File: config.mk
export PLATFORM = sky130hd
export DESIGN_NAME = vec_packer_flat
export DESIGN_NICKNAME = d
export VERILOG_FILES = /design/src/rtl/vec_packer_if.sv /design/src/rtl/vec_packer.sv /design/src/flat_wrapper.sv
export SDC_FILE = /design/constraint.sdc
export NUM_CORES = 1
export LEC_CHECK = 0
export CORE_ASPECT_RATIO = 0.75
export CORE_MARGIN = 1
export CORE_UTILIZATION = 39
export DETAILED_ROUTE_END_ITERATION = 6
export SYNTH_ARGS = -nofsm -noshare
export SYNTH_HDL_FRONTEND = slang
export SYNTH_SLANG_ARGS = --single-unit
File: constraint.sdc
create_clock -name i_clk -period 5.55 [get_ports i_clk]
set_input_delay 1.3875 -clock i_clk [delete_from_list [all_inputs] [get_ports i_clk]]
set_output_delay 1.3875 -clock i_clk [all_outputs]
set_load 0.02 [all_outputs]
File: src/rtl/vec_packer_if.sv
// Bus between a beat producer / pair consumer and vec_packer.
//   i_valid/o_ready/i_data/i_last : input beat handshake (a in low half, b in high half)
//   o_vec_valid/i_vec_ready       : packed pair handshake
//   o_a/o_b/o_beats               : packed pair payload and beat count
interface vec_packer_if #(
   parameter int unsigned BIT_WIDTH  = 4,
   parameter int unsigned VEC_SIZE   = 64,
   parameter int unsigned BEAT_ELEMS = 8
);
   localparam int unsigned NBEATS = VEC_SIZE / BEAT_ELEMS;
   localparam int unsigned BEAT_W = 2 * BEAT_ELEMS * BIT_WIDTH;
   localparam int unsigned VEC_W  = VEC_SIZE * BIT_WIDTH;
   localparam int unsigned BCW    = $clog2(NBEATS) + 1;

   logic              i_valid;
   logic              o_ready;
   logic [BEAT_W-1:0] i_data;
   logic              i_last;
   logic              o_vec_valid;
   logic              i_vec_ready;
   logic [VEC_W-1:0]  o_a;
   logic [VEC_W-1:0]  o_b;
   logic [BCW-1:0]    o_beats;

   // Packer side
   modport slave (
      input  i_valid, i_data, i_last, i_vec_ready,
      output o_ready, o_vec_valid, o_a, o_b, o_beats
   );

   // Producer / consumer side
   modport master (
      output i_valid, i_data, i_last, i_vec_ready,
      input  o_ready, o_vec_valid, o_a, o_b, o_beats
   );
endinterface

File: src/rtl/vec_packer.sv
// Packs a stream of (a,b) element beats into full-length a/b vectors.
// Two stages: an assembly buffer filled beat by beat, and an output register
// presenting one completed pair with a valid/ready handshake.
//   i_clk, i_rst_n : clock, asynchronous active-low reset
//   bus (slave)    : beat input, pair output (see vec_packer_if)
module vec_packer #(
   parameter int unsigned BIT_WIDTH  = 4,
   parameter int unsigned VEC_SIZE   = 64,
   parameter int unsigned BEAT_ELEMS = 8
) (
   input  logic         i_clk,
   input  logic         i_rst_n,
   vec_packer_if.slave  bus
);
   localparam int unsigned NBEATS = VEC_SIZE / BEAT_ELEMS;
   localparam int unsigned CNT_W  = (NBEATS > 1) ? $clog2(NBEATS) : 1;
   localparam int unsigned BCW    = $clog2(NBEATS) + 1;
   localparam int unsigned HALF_W = BEAT_ELEMS * BIT_WIDTH;
   localparam int unsigned VEC_W  = VEC_SIZE * BIT_WIDTH;

   logic [CNT_W-1:0] cnt_q, cnt_d;
   logic             asm_full_q, asm_full_d;
   logic [VEC_W-1:0] asm_a_q, asm_a_d, asm_b_q, asm_b_d;
   logic [BCW-1:0]   asm_beats_q, asm_beats_d;
   logic             vec_valid_q, vec_valid_d;
   logic [VEC_W-1:0] out_a_q, out_a_d, out_b_q, out_b_d;
   logic [BCW-1:0]   out_beats_q, out_beats_d;

   logic accept_c, last_beat_c, xfer_c;

   // Accept and transfer are exclusive: one needs asm_full low, the other high.
   assign accept_c    = bus.i_valid && !asm_full_q;
   assign last_beat_c = (cnt_q == CNT_W'(NBEATS - 1)) || bus.i_last;
   assign xfer_c      = asm_full_q && (!vec_valid_q || bus.i_vec_ready);

   // Next-state logic for both stages
   always_comb begin
      cnt_d       = cnt_q;
      asm_full_d  = asm_full_q;
      asm_a_d     = asm_a_q;
      asm_b_d     = asm_b_q;
      asm_beats_d = asm_beats_q;
      vec_valid_d = vec_valid_q;
      out_a_d     = out_a_q;
      out_b_d     = out_b_q;
      out_beats_d = out_beats_q;

      if (accept_c) begin
         // First beat clears the buffers so beats never sent read as zero.
         if (cnt_q == '0) begin
            asm_a_d = '0;
            asm_b_d = '0;
         end
         asm_a_d[32'(cnt_q) * HALF_W +: HALF_W] = bus.i_data[HALF_W-1:0];
         asm_b_d[32'(cnt_q) * HALF_W +: HALF_W] = bus.i_data[2*HALF_W-1:HALF_W];
         if (last_beat_c) begin
            asm_full_d  = 1'b1;
            asm_beats_d = BCW'(cnt_q) + BCW'(1);
            cnt_d       = '0;
         end else begin
            cnt_d = cnt_q + CNT_W'(1);
         end
      end

      if (xfer_c) begin
         out_a_d     = asm_a_q;
         out_b_d     = asm_b_q;
         out_beats_d = asm_beats_q;
         vec_valid_d = 1'b1;
         asm_full_d  = 1'b0;
      end else if (vec_valid_q && bus.i_vec_ready) begin
         vec_valid_d = 1'b0;
      end
   end

   // State registers
   always_ff @(posedge i_clk or negedge i_rst_n) begin
      if (!i_rst_n) begin
         cnt_q       <= '0;
         asm_full_q  <= 1'b0;
         asm_a_q     <= '0;
         asm_b_q     <= '0;
         asm_beats_q <= '0;
         vec_valid_q <= 1'b0;
         out_a_q     <= '0;
         out_b_q     <= '0;
         out_beats_q <= '0;
      end else begin
         cnt_q       <= cnt_d;
         asm_full_q  <= asm_full_d;
         asm_a_q     <= asm_a_d;
         asm_b_q     <= asm_b_d;
         asm_beats_q <= asm_beats_d;
         vec_valid_q <= vec_valid_d;
         out_a_q     <= out_a_d;
         out_b_q     <= out_b_d;
         out_beats_q <= out_beats_d;
      end
   end

   assign bus.o_ready     = !asm_full_q;
   assign bus.o_vec_valid = vec_valid_q;
   assign bus.o_a         = out_a_q;
   assign bus.o_b         = out_b_q;
   assign bus.o_beats     = out_beats_q;
endmodule

File: src/flat_wrapper.sv
// flat-port wrapper written by rule: the top's interface ports become plain ports
module vec_packer_flat 
#(
   parameter int unsigned BIT_WIDTH  = 4,
   parameter int unsigned VEC_SIZE   = 64,
   parameter int unsigned BEAT_ELEMS = 8
)
  (i_clk, i_rst_n, bus_i_valid, bus_i_data, bus_i_last, bus_i_vec_ready, bus_o_ready, bus_o_vec_valid, bus_o_a, bus_o_b, bus_o_beats);
  vec_packer_if #(.BIT_WIDTH(BIT_WIDTH), .VEC_SIZE(VEC_SIZE), .BEAT_ELEMS(BEAT_ELEMS)) bus_i ();
  input  logic i_clk;
  input  logic i_rst_n;
  input wire logic [$bits(bus_i.i_valid)-1:0] bus_i_valid;
  input wire logic [$bits(bus_i.i_data)-1:0] bus_i_data;
  input wire logic [$bits(bus_i.i_last)-1:0] bus_i_last;
  input wire logic [$bits(bus_i.i_vec_ready)-1:0] bus_i_vec_ready;
  output wire logic [$bits(bus_i.o_ready)-1:0] bus_o_ready;
  output wire logic [$bits(bus_i.o_vec_valid)-1:0] bus_o_vec_valid;
  output wire logic [$bits(bus_i.o_a)-1:0] bus_o_a;
  output wire logic [$bits(bus_i.o_b)-1:0] bus_o_b;
  output wire logic [$bits(bus_i.o_beats)-1:0] bus_o_beats;
  assign bus_i.i_valid = bus_i_valid;
  assign bus_i.i_data = bus_i_data;
  assign bus_i.i_last = bus_i_last;
  assign bus_i.i_vec_ready = bus_i_vec_ready;
  assign bus_o_ready = bus_i.o_ready;
  assign bus_o_vec_valid = bus_i.o_vec_valid;
  assign bus_o_a = bus_i.o_a;
  assign bus_o_b = bus_i.o_b;
  assign bus_o_beats = bus_i.o_beats;
  vec_packer #(.BIT_WIDTH(BIT_WIDTH), .VEC_SIZE(VEC_SIZE), .BEAT_ELEMS(BEAT_ELEMS)) u_core (.i_clk(i_clk), .i_rst_n(i_rst_n), .bus(bus_i));
endmodule
==> results by group, run 1 <==
Critical path
  – Arr. time, crit path: 2010 ps
  – CP max stage delay: 620 ps
  – CP Cell Sequence: inv_1, clkdlybuf4s50_1
  – Worst reg2reg setup slack: 2440 ps
  – Crit-path max FO: 2
  – Setup Crit Path Kind: flip-flop to primary output
  – Critical-path top delay cell: clkdlybuf4s50_1
  – Crit path launch type: flip-flop
  – Buf/Inv on CP: 2
  – Critical path's top delay family: buffers and inverters
  – Data required, critical path: 4160 ps
  – Crit. End Element: primary output

Final layout
  – # fillers: 9038
  – NumNets Final: 3581
  – Fin cells: 4947
  – Syn-to-layout area delta: 27.3%
  – Fraction of layout cells with a size suffix above 1: 22.1%
  – Final Core Density: 50.0%
  – # diodes: 0

Pwr
  – Internal power: 17.2 mW
  – P_sw: 8.78 mW
  – Sw Ratio: 33.8%
  – Clk network pwr share: 28.5%
  – P_leak: 25.8 nW
  – Cell Pwr Density: 503 mW/mm2
  – Seq pwr share: 40.3%
  – Logic pwr share: 31.2%
  – Total Power: 26.0 mW
  – Maximum vdd ir drop: 0.000301 V

Synth
  – Post-Syn Nets: 3010
  – Synth Flop Type: dfrtp_1
  – Avg Cell Area, Syn: 13.8 um2
  – Total number of yosys warnings: 0
  – Largest cells by area after synthesis: dfrtp_1 64%, mux2_2 14%, mux2i_1 11%
  – Top post-synthesis cells by count: 1037 x dfrtp_1, 577 x nand2_1, 519 x mux2_2, 448 x mux2i_1, 98 x buf_2
  – Register bit total from synthesis: 1037
  – Mapped cell area: 0.0405 mm2
  – Syn Inst Count: 2936
  – Post-synth top area share: 64.0%
  – Sequential-to-total area share from yosys stat: 64.0%
  – Post-synth EDFFs: 0
  – Asr flop ratio synth: 100%
  – Synth area leader: dfrtp_1
  – Count leader, synth: dfrtp_1
  – Count of different cell masters after synthesis: 31

Floorplanning
  – Die X-Extent: 374 um
  – Die Span Y: 281 um
  – I/O pins: 587
  – Num rows: 102
  – Full die area: 0.105 mm2
  – Core area: 0.103 mm2
  – Initial core utilization: 39.3%

Global routing
  – First-pass GRT wire length: 167000 um
  – Largest net degree at the start of global routing: 202
  – GRT Total Usage: 21.1%
  – Vias in the first global route: 25500
  – Initial antenna violation count: 1
  – GRT overflow: 0

Clock network
  – Clk slew on worst S/H paths: 70 ps
  – TritonCTS clock tree: built
  – TritonCTS Buffers: 104
  – Resized cells post-CTS: 0
  – Hold buffers post-CTS: 0
  – Clock buffer depth: 3
  – Htree depth: 3
  – Skew-Pair Late Insertion Delay: 700 ps
  – Post-CTS Setup Inserts: 0
  – Root buffer cell: clkbuf_16
  – Clock Sinks: 1037

STA
  – RSZ-0062 raised after global routing: no
  – Slew HR: 11.8%
  – Part of the cycle the worst path needs: 61.2%
  – Slew Limit Fails: 0
  – Post-Route Skew: 20.5 ps
  – Fmax: 294 MHz
  – Slew of the pin with the lowest slew margin: 1320 ps
  – Setup violators final: 0
  – Final worst slack: 2150 ps
  – Final setup TNS: 0 ps
  – Endpoints failing hold: 0
  – Min Tclk post-route: 3400 ps

Place
  – Post-Place Setup Slack: 1580 ps
  – Placed cells: 4753
  – GPL Wtd Cong: 0.759
  – Port bufs: 586
  – Post-DP HPWL: 72500 um

Route
  – Routed wl met2: 51600 um
  – Total Wirelength: 111000 um
  – Routed via count: 24600
  – Drt via density: 4.98
  – DRC viols: 0
  – DRT iter0 DRCs: 1544
  – Avg WL per Cell: 22.5 um
  – Post-route ant nets: 0
  – M1 WL: 53100 um
  – DRT Pass-1 Iters: 5
  – Highest routed layer: met5
  – DR WL met3: 4420 um

Run
  – Max-cap viol count: 0

Status
  – Status: finished, final reports clean

Min path
  – Hold WC Path Type: flip-flop to flip-flop
placed cells by master, fill, tap and decap left out, drive strengths merged, types with 32 or more instances in the layout:
master and count:
dfrtp 1037, clkdlybuf4s50 585, nand2 577, mux2 519, mux2i 448, clkbuf 140
inv 72, buf 66, a22o 35, o31ai 32
tightest hold or removal path, stage by stage, from the launching register on:
cell     delay (ps)
dfrtp_1         340
nand2_1          50
o31ai_1          50
flip-flops by register name, indices dropped and copies added, names as in the netlist:
signal / flops
u_core.cnt_q: 3
u_core.bus.o_vec_valid: 1
u_core.asm_b_q: 256
u_core.asm_full_q: 1
u_core.bus.o_a: 256
u_core.asm_beats_q: 4
u_core.bus.o_beats: 4
u_core.bus.o_b: 256
u_core.asm_a_q: 256
power groups by stage:
stage	Combinational (mW)	Sequential [mW]	Clock, mW
2_1_floorplan	3.58	11.3	0
5_1_grt	8.66	10.7	7.91
6_report	8.11	10.5	7.41
3_3_place_gp	8.13	10.6	0
4_1_cts	8.24	10.5	7.60
3_5_place_dp	8.20	10.6	0
area by class of cell:
cell class              instances  area [um2]  share of cell area, %
flip-flops and latches       1037       26000                   50.3
clock inverters                54         678                   1.31
repair buffers                651        6620                   12.8
clock buffers                 140        2940                   5.69
inverters                      68         255                  0.495
well taps                    1352        1690                   3.28
multi-input cells            1645       13500                   26.1
routing by layer:
| metal | vias to the layer above | global-route usage (%) |
|---|---|---|
| li1 | 11100 | - |
| met1 | 12900 | 30.6 |
| met2 | 500 | 32.6 |
| met3 | 142 | 3.95 |
| met4 | 2 | 5.01 |
| met5 | - | 0 |
cells by family (layout without fill, tap and decap cells):
group           count (synthesis)  after routing  share of synthesized area [%]
mux                           967            967                           25.5
compound gates                 71             71                           1.65
buf+inv                       254            913                           2.92
flops                        1037           1037                           64.0
simple gates                  602            602                           5.76
fa+ha+maj                       5              5                          0.154
final timing paths:
path                                                 from  depth (start not counted)                              end
max in group asynchronous                         i_rst_n                          2  u_core.asm_b_q[156]$_DFFE_PN0P_
min reg2reg                u_core.asm_a_q[75]$_DFFE_PN0P_                          2   u_core.asm_a_q[75]$_DFFE_PN0P_
min                        u_core.asm_a_q[75]$_DFFE_PN0P_                          2   u_core.asm_a_q[75]$_DFFE_PN0P_
min in group asynchronous                         i_rst_n                          1  u_core.bus.o_a[215]$_DFFE_PN0P_
max reg2reg                   u_core.cnt_q[1]$_DFFE_PN0P_                          7  u_core.asm_b_q[225]$_DFFE_PN0P_
max                         u_core.asm_full_q$_DFFE_PN0P_                          2                      bus_o_ready
metrics by stage:
step,hold WS (ps),cell area [um2]
final,475,51600
after detailed placement,465,48000
after CTS,481,51600
after global routing,492,51600
after global placement,457,48000
after floorplan,445,40500
No activity file was read; power rests on OpenSTA's default activity.
==> run 2: changes to the inputs <==
Clock period 5.55 ns to 3.3 ns, I/O delays scaled along.
==> run 2 against run 1 <==
  * Critical endpoint unchanged
  * Worst setup slack worse by 1900 ps
  * First-iteration DRC count fell by 0.32%
  * Combinational power up 71%
  * Global-route usage rose by 0.055 points
  * Power increased by 68%
  * Clock power increased by 65%
  * Via count is 0.64% higher
  * Final cell count up 0.42%
==> results by group, run 2 (synthesis gave the netlist of run 1 again) <==
Floorplanning
  – Die Span Y: 281 um (unchanged)
  – I/O pins: 587 (unchanged)
  – Full die area: 0.105 mm2 (unchanged)
  – Core area: 0.103 mm2 (unchanged)
  – Num rows: 102 (unchanged)
  – Die X-Extent: 374 um (unchanged)
  – Initial core utilization: 39.3% (unchanged)

Clock network
  – Clk slew on worst S/H paths: 60 ps (about the same)
  – Htree depth: 3 (unchanged)
  – Hold buffers post-CTS: 0 (unchanged)
  – Clock Sinks: 1037 (unchanged)
  – Skew-Pair Late Insertion Delay: 680 ps (-20 ps)
  – Resized cells post-CTS: 0 (unchanged)
  – Root buffer cell: clkbuf_16
  – Post-CTS Setup Inserts: 0 (unchanged)
  – TritonCTS Buffers: 102 (-1.9%)
  – Clock buffer depth: 3 (unchanged)
  – TritonCTS clock tree: built

Critical path
  – CP max stage delay: 770 ps (+150 ps)
  – Worst reg2reg setup slack: 630 ps (-1810 ps)
  – Reg2reg start: u_core.cnt_q[1]$_DFFE_PN0P_
  – Buf/Inv on CP: 2 (unchanged)
  – CP Cell Sequence: inv_1, clkdlybuf4s50_1
  – Crit. End Element: primary output
  – Crit path launch: u_core.asm_full_q$_DFFE_PN0P_
  – Reg2reg end: u_core.asm_a_q[174]$_DFFE_PN0P_
  – Critical-path top delay cell: dfrtp_1
  – Setup Crit Path Kind: flip-flop to primary output
  – Critical path depth: 2 (unchanged)
  – Critical path's top delay family: flip-flops
  – Crit path launch type: flip-flop
  – Crit-path max FO: 9 (+7)
  – R2R depth: 7 (unchanged)
  – CP endpoint: bus_o_ready
  – Data required, critical path: 2470 ps (-1690 ps)
  – Arr. time, crit path: 2210 ps (+200 ps)

STA
  – Min Tclk post-route: 3030 ps
  – Slew HR: 46.1% (+34 points)
  – Part of the cycle the worst path needs: 91.9%
  – Setup violators final: 0 (unchanged)
  – Slew of the pin with the lowest slew margin: 808 ps (-516 ps)
  – RSZ-0062 raised after global routing: no
  – Post-Route Skew: 29.9 ps (+9.38 ps)
  – Slew Limit Fails: 0 (unchanged)
  – Hold Slack: 179 ps (-296 ps)
  – Endpoints failing hold: 0 (unchanged)
  – Fmax: 330 MHz
  – Final setup TNS: 0 ps (unchanged)

Route
  – Routed via count: 24800 (+0.64%)
  – Drt via density: 4.99 (+0.21%)
  – Total Wirelength: 111000 um (about the same)
  – Post-route ant nets: 0 (unchanged)
  – DRT Pass-1 Iters: 5 (unchanged)
  – DRC viols: 0 (unchanged)
  – DRT iter0 DRCs: 1539 (-0.32%)
  – Avg WL per Cell: 22.4 um (-0.37%)

Place
  – Port bufs: 586 (unchanged)
  – GPL Wtd Cong: 0.756 (-0.42%)
  – Post-DP HPWL: 73800 um (+1.9%)

Global routing
  – First-pass GRT wire length: 168000 um (+0.52%)
  – Largest net degree at the start of global routing: 85 (-58%)
  – GRT Total Usage: 21.1% (+0.055 points)
  – GRT overflow: 0 (unchanged)
  – Vias in the first global route: 25700 (+0.62%)
  – Initial antenna violation count: 2 (+1)

Run
  – Max-cap viol count: 0 (unchanged)

Final layout
  – Syn-to-layout area delta: 28.5%
  – Fraction of layout cells with a size suffix above 1: 22.5% (+0.40 points)
  – # diodes: 0 (unchanged)
  – Most common cell after layout, fill and taps aside: dfrtp_1
  – Most frequent cells in the layout: 1036 x dfrtp_1, 585 x clkdlybuf4s50_1, 575 x nand2_1
  – NumNets Final: 3611 (+0.84%)

Status
  – Status: finished, final reports clean

Pwr
  – P_leak: 26.0 nW (+0.86%)
  – Maximum vdd ir drop: 0.000473 V (+57%)
  – Cell Pwr Density: 839 mW/mm2 (+67%)

Min path
  – Hold WC Path Type: input port to async pin
==> run 2: worst min-delay path by stage <==
stage,endpoint,from,slack (ps)
3_3_place_gp,u_core.asm_a_q[82]$_DFFE_PN0P_,u_core.asm_a_q[82]$_DFFE_PN0P_,460
4_1_cts,u_core.asm_a_q[187]$_DFFE_PN0P_,i_rst_n,140
3_5_place_dp,u_core.asm_a_q[71]$_DFFE_PN0P_,u_core.asm_a_q[71]$_DFFE_PN0P_,460
2_1_floorplan,u_core.asm_a_q[64]$_DFFE_PN0P_,u_core.asm_a_q[64]$_DFFE_PN0P_,440
6_report,u_core.asm_a_q[187]$_DFFE_PN0P_,i_rst_n,180
5_1_grt,u_core.asm_a_q[187]$_DFFE_PN0P_,i_rst_n,160
==> run 2: cell type report <==
class                   instances  area (um2)
clock buffers                 147        3010
clock inverters                36         524
fillers                      8898       51000
inverters                      68         255
multi-input cells            1645       13500
flip-flops and latches       1037       26000
well taps                    1352        1690
repair buffers                683        7170
==> run 2: report_power, final <==
group	internal [mW]	switching [mW]
registers	15.6	1.98
logic	6.26	7.66
clock network	7.14	5.07
total	29.0	14.7
==> run 2: routing by layer <==
| metal | wire length, um | track usage, % |
|---|---|---|
| met1 | 53300 | 30.4 |
| met3 | 4390 | 3.72 |
| met5 | 23 | 0 |
| met2 | 51300 | 33.0 |
| met4 | 2410 | 5.50 |
==> run 2: through the flow <==
step / worst slack, ps / power [mW] / instance area, um2 / std cells / util, %
global route: 126 / 45.7 / 52100 / 4968 / 50.5
floorplan: 1050 / 25.0 / 40500 / 2936 / -
finish: 268 / 43.7 / 52100 / 4968 / 50.5
detailed placement: 365 / 31.9 / 48500 / 4785 / 47.1
global placement: 393 / 31.7 / 48500 / 4785 / 47.1
CTS: 147 / 44.2 / 52100 / 4968 / 50.5
==> run 3: changes to the inputs <==
Settings changed: MAX_ROUTING_LAYER set to met4, REMOVE_ABC_BUFFERS set to 1.
==> run 3 against run 2 <==
  * Final area shrank 0.33%
  * Via count shrank 0.37%
  * Critical path depth is the same
  * Sequential cell count is the same
  * First-iteration DRC count shrank 4.5%
  * Worst setup slack gained 110 ps
  * Die area is the same
==> results by group, run 3 (synthesis gave the netlist of run 1 again) <==
Status
  – Status: finished, final reports clean

Floorplanning
  – Num rows: 102 (unchanged)
  – Die X-Extent: 374 um (unchanged)
  – Die Span Y: 281 um (unchanged)
  – Core area: 0.103 mm2 (unchanged)
  – Full die area: 0.105 mm2 (unchanged)
  – I/O pins: 587 (unchanged)
  – Initial core utilization: 39.3% (unchanged)

Final layout
  – Design Area, Final: 0.0519 mm2 (-0.33%)
  – Fraction of layout cells with a size suffix above 1: 22.0% (-0.55 points)
  – Syn-to-layout area delta: 28.1%
  – NumNets Final: 3601 (-0.28%)
  – Reg area: 0.0260 mm2 (unchanged)
  – Area of the multi-input gates: 0.0135 mm2 (unchanged)
  – Most frequent cells in the layout: 1036 x dfrtp_1, 585 x clkdlybuf4s50_1, 575 x nand2_1
  – # fillers: 8968 (+0.79%)
  – Most common cell after layout, fill and taps aside: dfrtp_1
  – Fin cells: 4957 (-0.22%)
  – Final Core Density: 50.3% (-0.17 points)

Clock network
  – TritonCTS Buffers: 103 (+0.98%)
  – Htree depth: 3 (unchanged)
  – Clk slew on worst S/H paths: 60 ps (about the same)
  – Post-CTS Setup Inserts: 0 (unchanged)
  – TritonCTS clock tree: built
  – Clock buffer depth: 3 (unchanged)
  – Hold buffers post-CTS: 0 (unchanged)
  – Clock Sinks: 1037 (unchanged)
  – Resized cells post-CTS: 0 (unchanged)
  – Root buffer cell: clkbuf_16
  – Skew-Pair Late Insertion Delay: 690 ps (about the same)

Critical path
  – Data required, critical path: 2470 ps (about the same)
  – Reg2reg end: u_core.asm_a_q[175]$_DFFE_PN0P_
  – Crit-path max FO: 9 (unchanged)
  – Critical-path top delay cell: clkdlybuf4s50_1
  – Setup Crit Path Kind: flip-flop to primary output
  – R2R depth: 7 (unchanged)
  – Crit path launch type: flip-flop
  – CP Cell Sequence: inv_1, clkdlybuf4s50_1
  – Arr. time, crit path: 2100 ps (-110 ps)
  – Worst reg2reg setup slack: 590 ps (-40 ps)
  – CP max stage delay: 760 ps (about the same)
  – Crit. End Element: primary output
  – Reg2reg start: u_core.cnt_q[1]$_DFFE_PN0P_

STA
  – Slew of the pin with the lowest slew margin: 930 ps (+122 ps)
  – Endpoints failing hold: 0 (unchanged)
  – Part of the cycle the worst path needs: 88.7% (-3.2 points)
  – Min Tclk post-route: 2930 ps (-106 ps)
  – Slew Limit Fails: 0 (unchanged)
  – Post-Route Skew: 22.1 ps (-7.72 ps)
  – Hold Slack: 171 ps (-7.70 ps)
  – RSZ-0062 raised after global routing: no
  – Setup violators final: 0 (unchanged)
  – Slew HR: 38.0% (-8.2 points)
  – Fmax: 342 MHz (+3.6%)

Pwr
  – Logic pwr share: 32.5% (+0.7 points)
  – Clk network pwr share: 27.0% (-0.9 points)
  – P_leak: 25.9 nW (-0.45%)
  – Internal power: 28.6 mW (-1.3%)
  – Sw Ratio: 33.9% (+0.22 points)
  – Seq pwr share: 40.5% (+0.3 points)
  – Maximum vdd ir drop: 0.000438 V (-7.3%)
  – Cell Pwr Density: 834 mW/mm2 (-0.65%)
  – P_sw: 14.7 mW (-0.33%)
  – Total Power: 43.3 mW (-0.98%)

Global routing
  – Largest net degree at the start of global routing: 89 (+4.7%)
  – Vias in the first global route: 25200 (-2.1%)
  – GRT Total Usage: 21.1% (-0.048 points)
  – GRT overflow: 0 (unchanged)
  – First-pass GRT wire length: 164000 um (-2.4%)
  – Initial antenna violation count: 2 (unchanged)

Route
  – DRC viols: 0 (unchanged)
  – Post-route ant nets: 0 (unchanged)
  – DRT Pass-1 Iters: 5 (unchanged)
  – Total Wirelength: 108000 um (-3.0%)
  – Drt via density: 4.99 (-0.15%)
  – Routed via count: 24700 (-0.37%)
  – Avg WL per Cell: 21.8 um (-2.8%)
  – DRT iter0 DRCs: 1470 (-4.5%)

Place
  – Placed cell areas: 0.0485 mm2 (about the same)
  – Port bufs: 586 (unchanged)
  – Placed cells: 4774 (-0.23%)
  – GPL Wtd Cong: 0.777 (+2.8%)
  – Post-DP HPWL: 69900 um (-5.3%)

Run
  – Max-cap viol count: 0 (unchanged)

Min path
  – Hold WC Path Type: input port to async pin
run 3: changes by cell type in the layout (fill, tap and decap cells not counted), sizes merged:
cell / before / now
clkinv: 20 / 12
inv: 70 / 73
clkbuf: 147 / 152
diode: 0 / 3
clkinvlp: 4 / 6
buf: 98 / 87
bufinv: 10 / 5
run 3: metrics by stage:
stage	setup TNS [ps]	worst slack, ps
final	0	374
after CTS	0	260
after global routing	0	216
after global placement	0	250
after floorplan	-8071680	-9880
after detailed placement	0	222
run 3: worst max path at each step:
stage / startpoint / to / slack, ps / cells past startpoint
floorplan: bus_i_vec_ready / u_core.bus.o_a[0]$_DFFE_PN0P_ / -9880 / 3
global placement: bus_i_valid / u_core.asm_b_q[101]$_DFFE_PN0P_ / 250 / 5
detailed placement: bus_i_valid / u_core.asm_a_q[110]$_DFFE_PN0P_ / 220 / 5
CTS: u_core.asm_full_q$_DFFE_PN0P_ / bus_o_ready / 260 / 2
global route: u_core.asm_full_q$_DFFE_PN0P_ / bus_o_ready / 220 / 2
finish: u_core.asm_full_q$_DFFE_PN0P_ / bus_o_ready / 370 / 2
run 3: power by group through the flow:
stage / registers [mW] / logic [mW] / clock network, mW
finish: 17.5 / 14.1 / 11.7
floorplan: 17.4 / 4.04 / 0
global route: 17.9 / 15.0 / 12.5
CTS: 17.5 / 14.2 / 12.0
detailed placement: 17.7 / 14.2 / 0
global placement: 17.7 / 14.1 / 0
run 3: layer usage:
layer | part of all wire (%) | track usage [%] | up-vias
li1 | - | - | 11100
met1 | 49 | 30.6 | 12900
met2 | 45 | 30.6 | 557
met3 | 4.8 | 3.93 | 143
met4 | 1.8 | 4.68 | 0
met5 | 0 | - | -
run 3: area by class of cell:
cell class | instances | area share, %
antenna | 3 | 0.0145
clock buffer | 152 | 5.79
clock inverter | 28 | 0.670
inverter | 68 | 0.492
multi-input combinational | 1645 | 25.9
sequential | 1037 | 50.0
tap | 1352 | 3.26
timing repair buffer | 672 | 13.8
run 3: worst max-delay path, delay by kind of cell (launching register included):
family / cells / cell delay (ps)
flip-flops: 1 / 510
buffers and inverters: 2 / 910
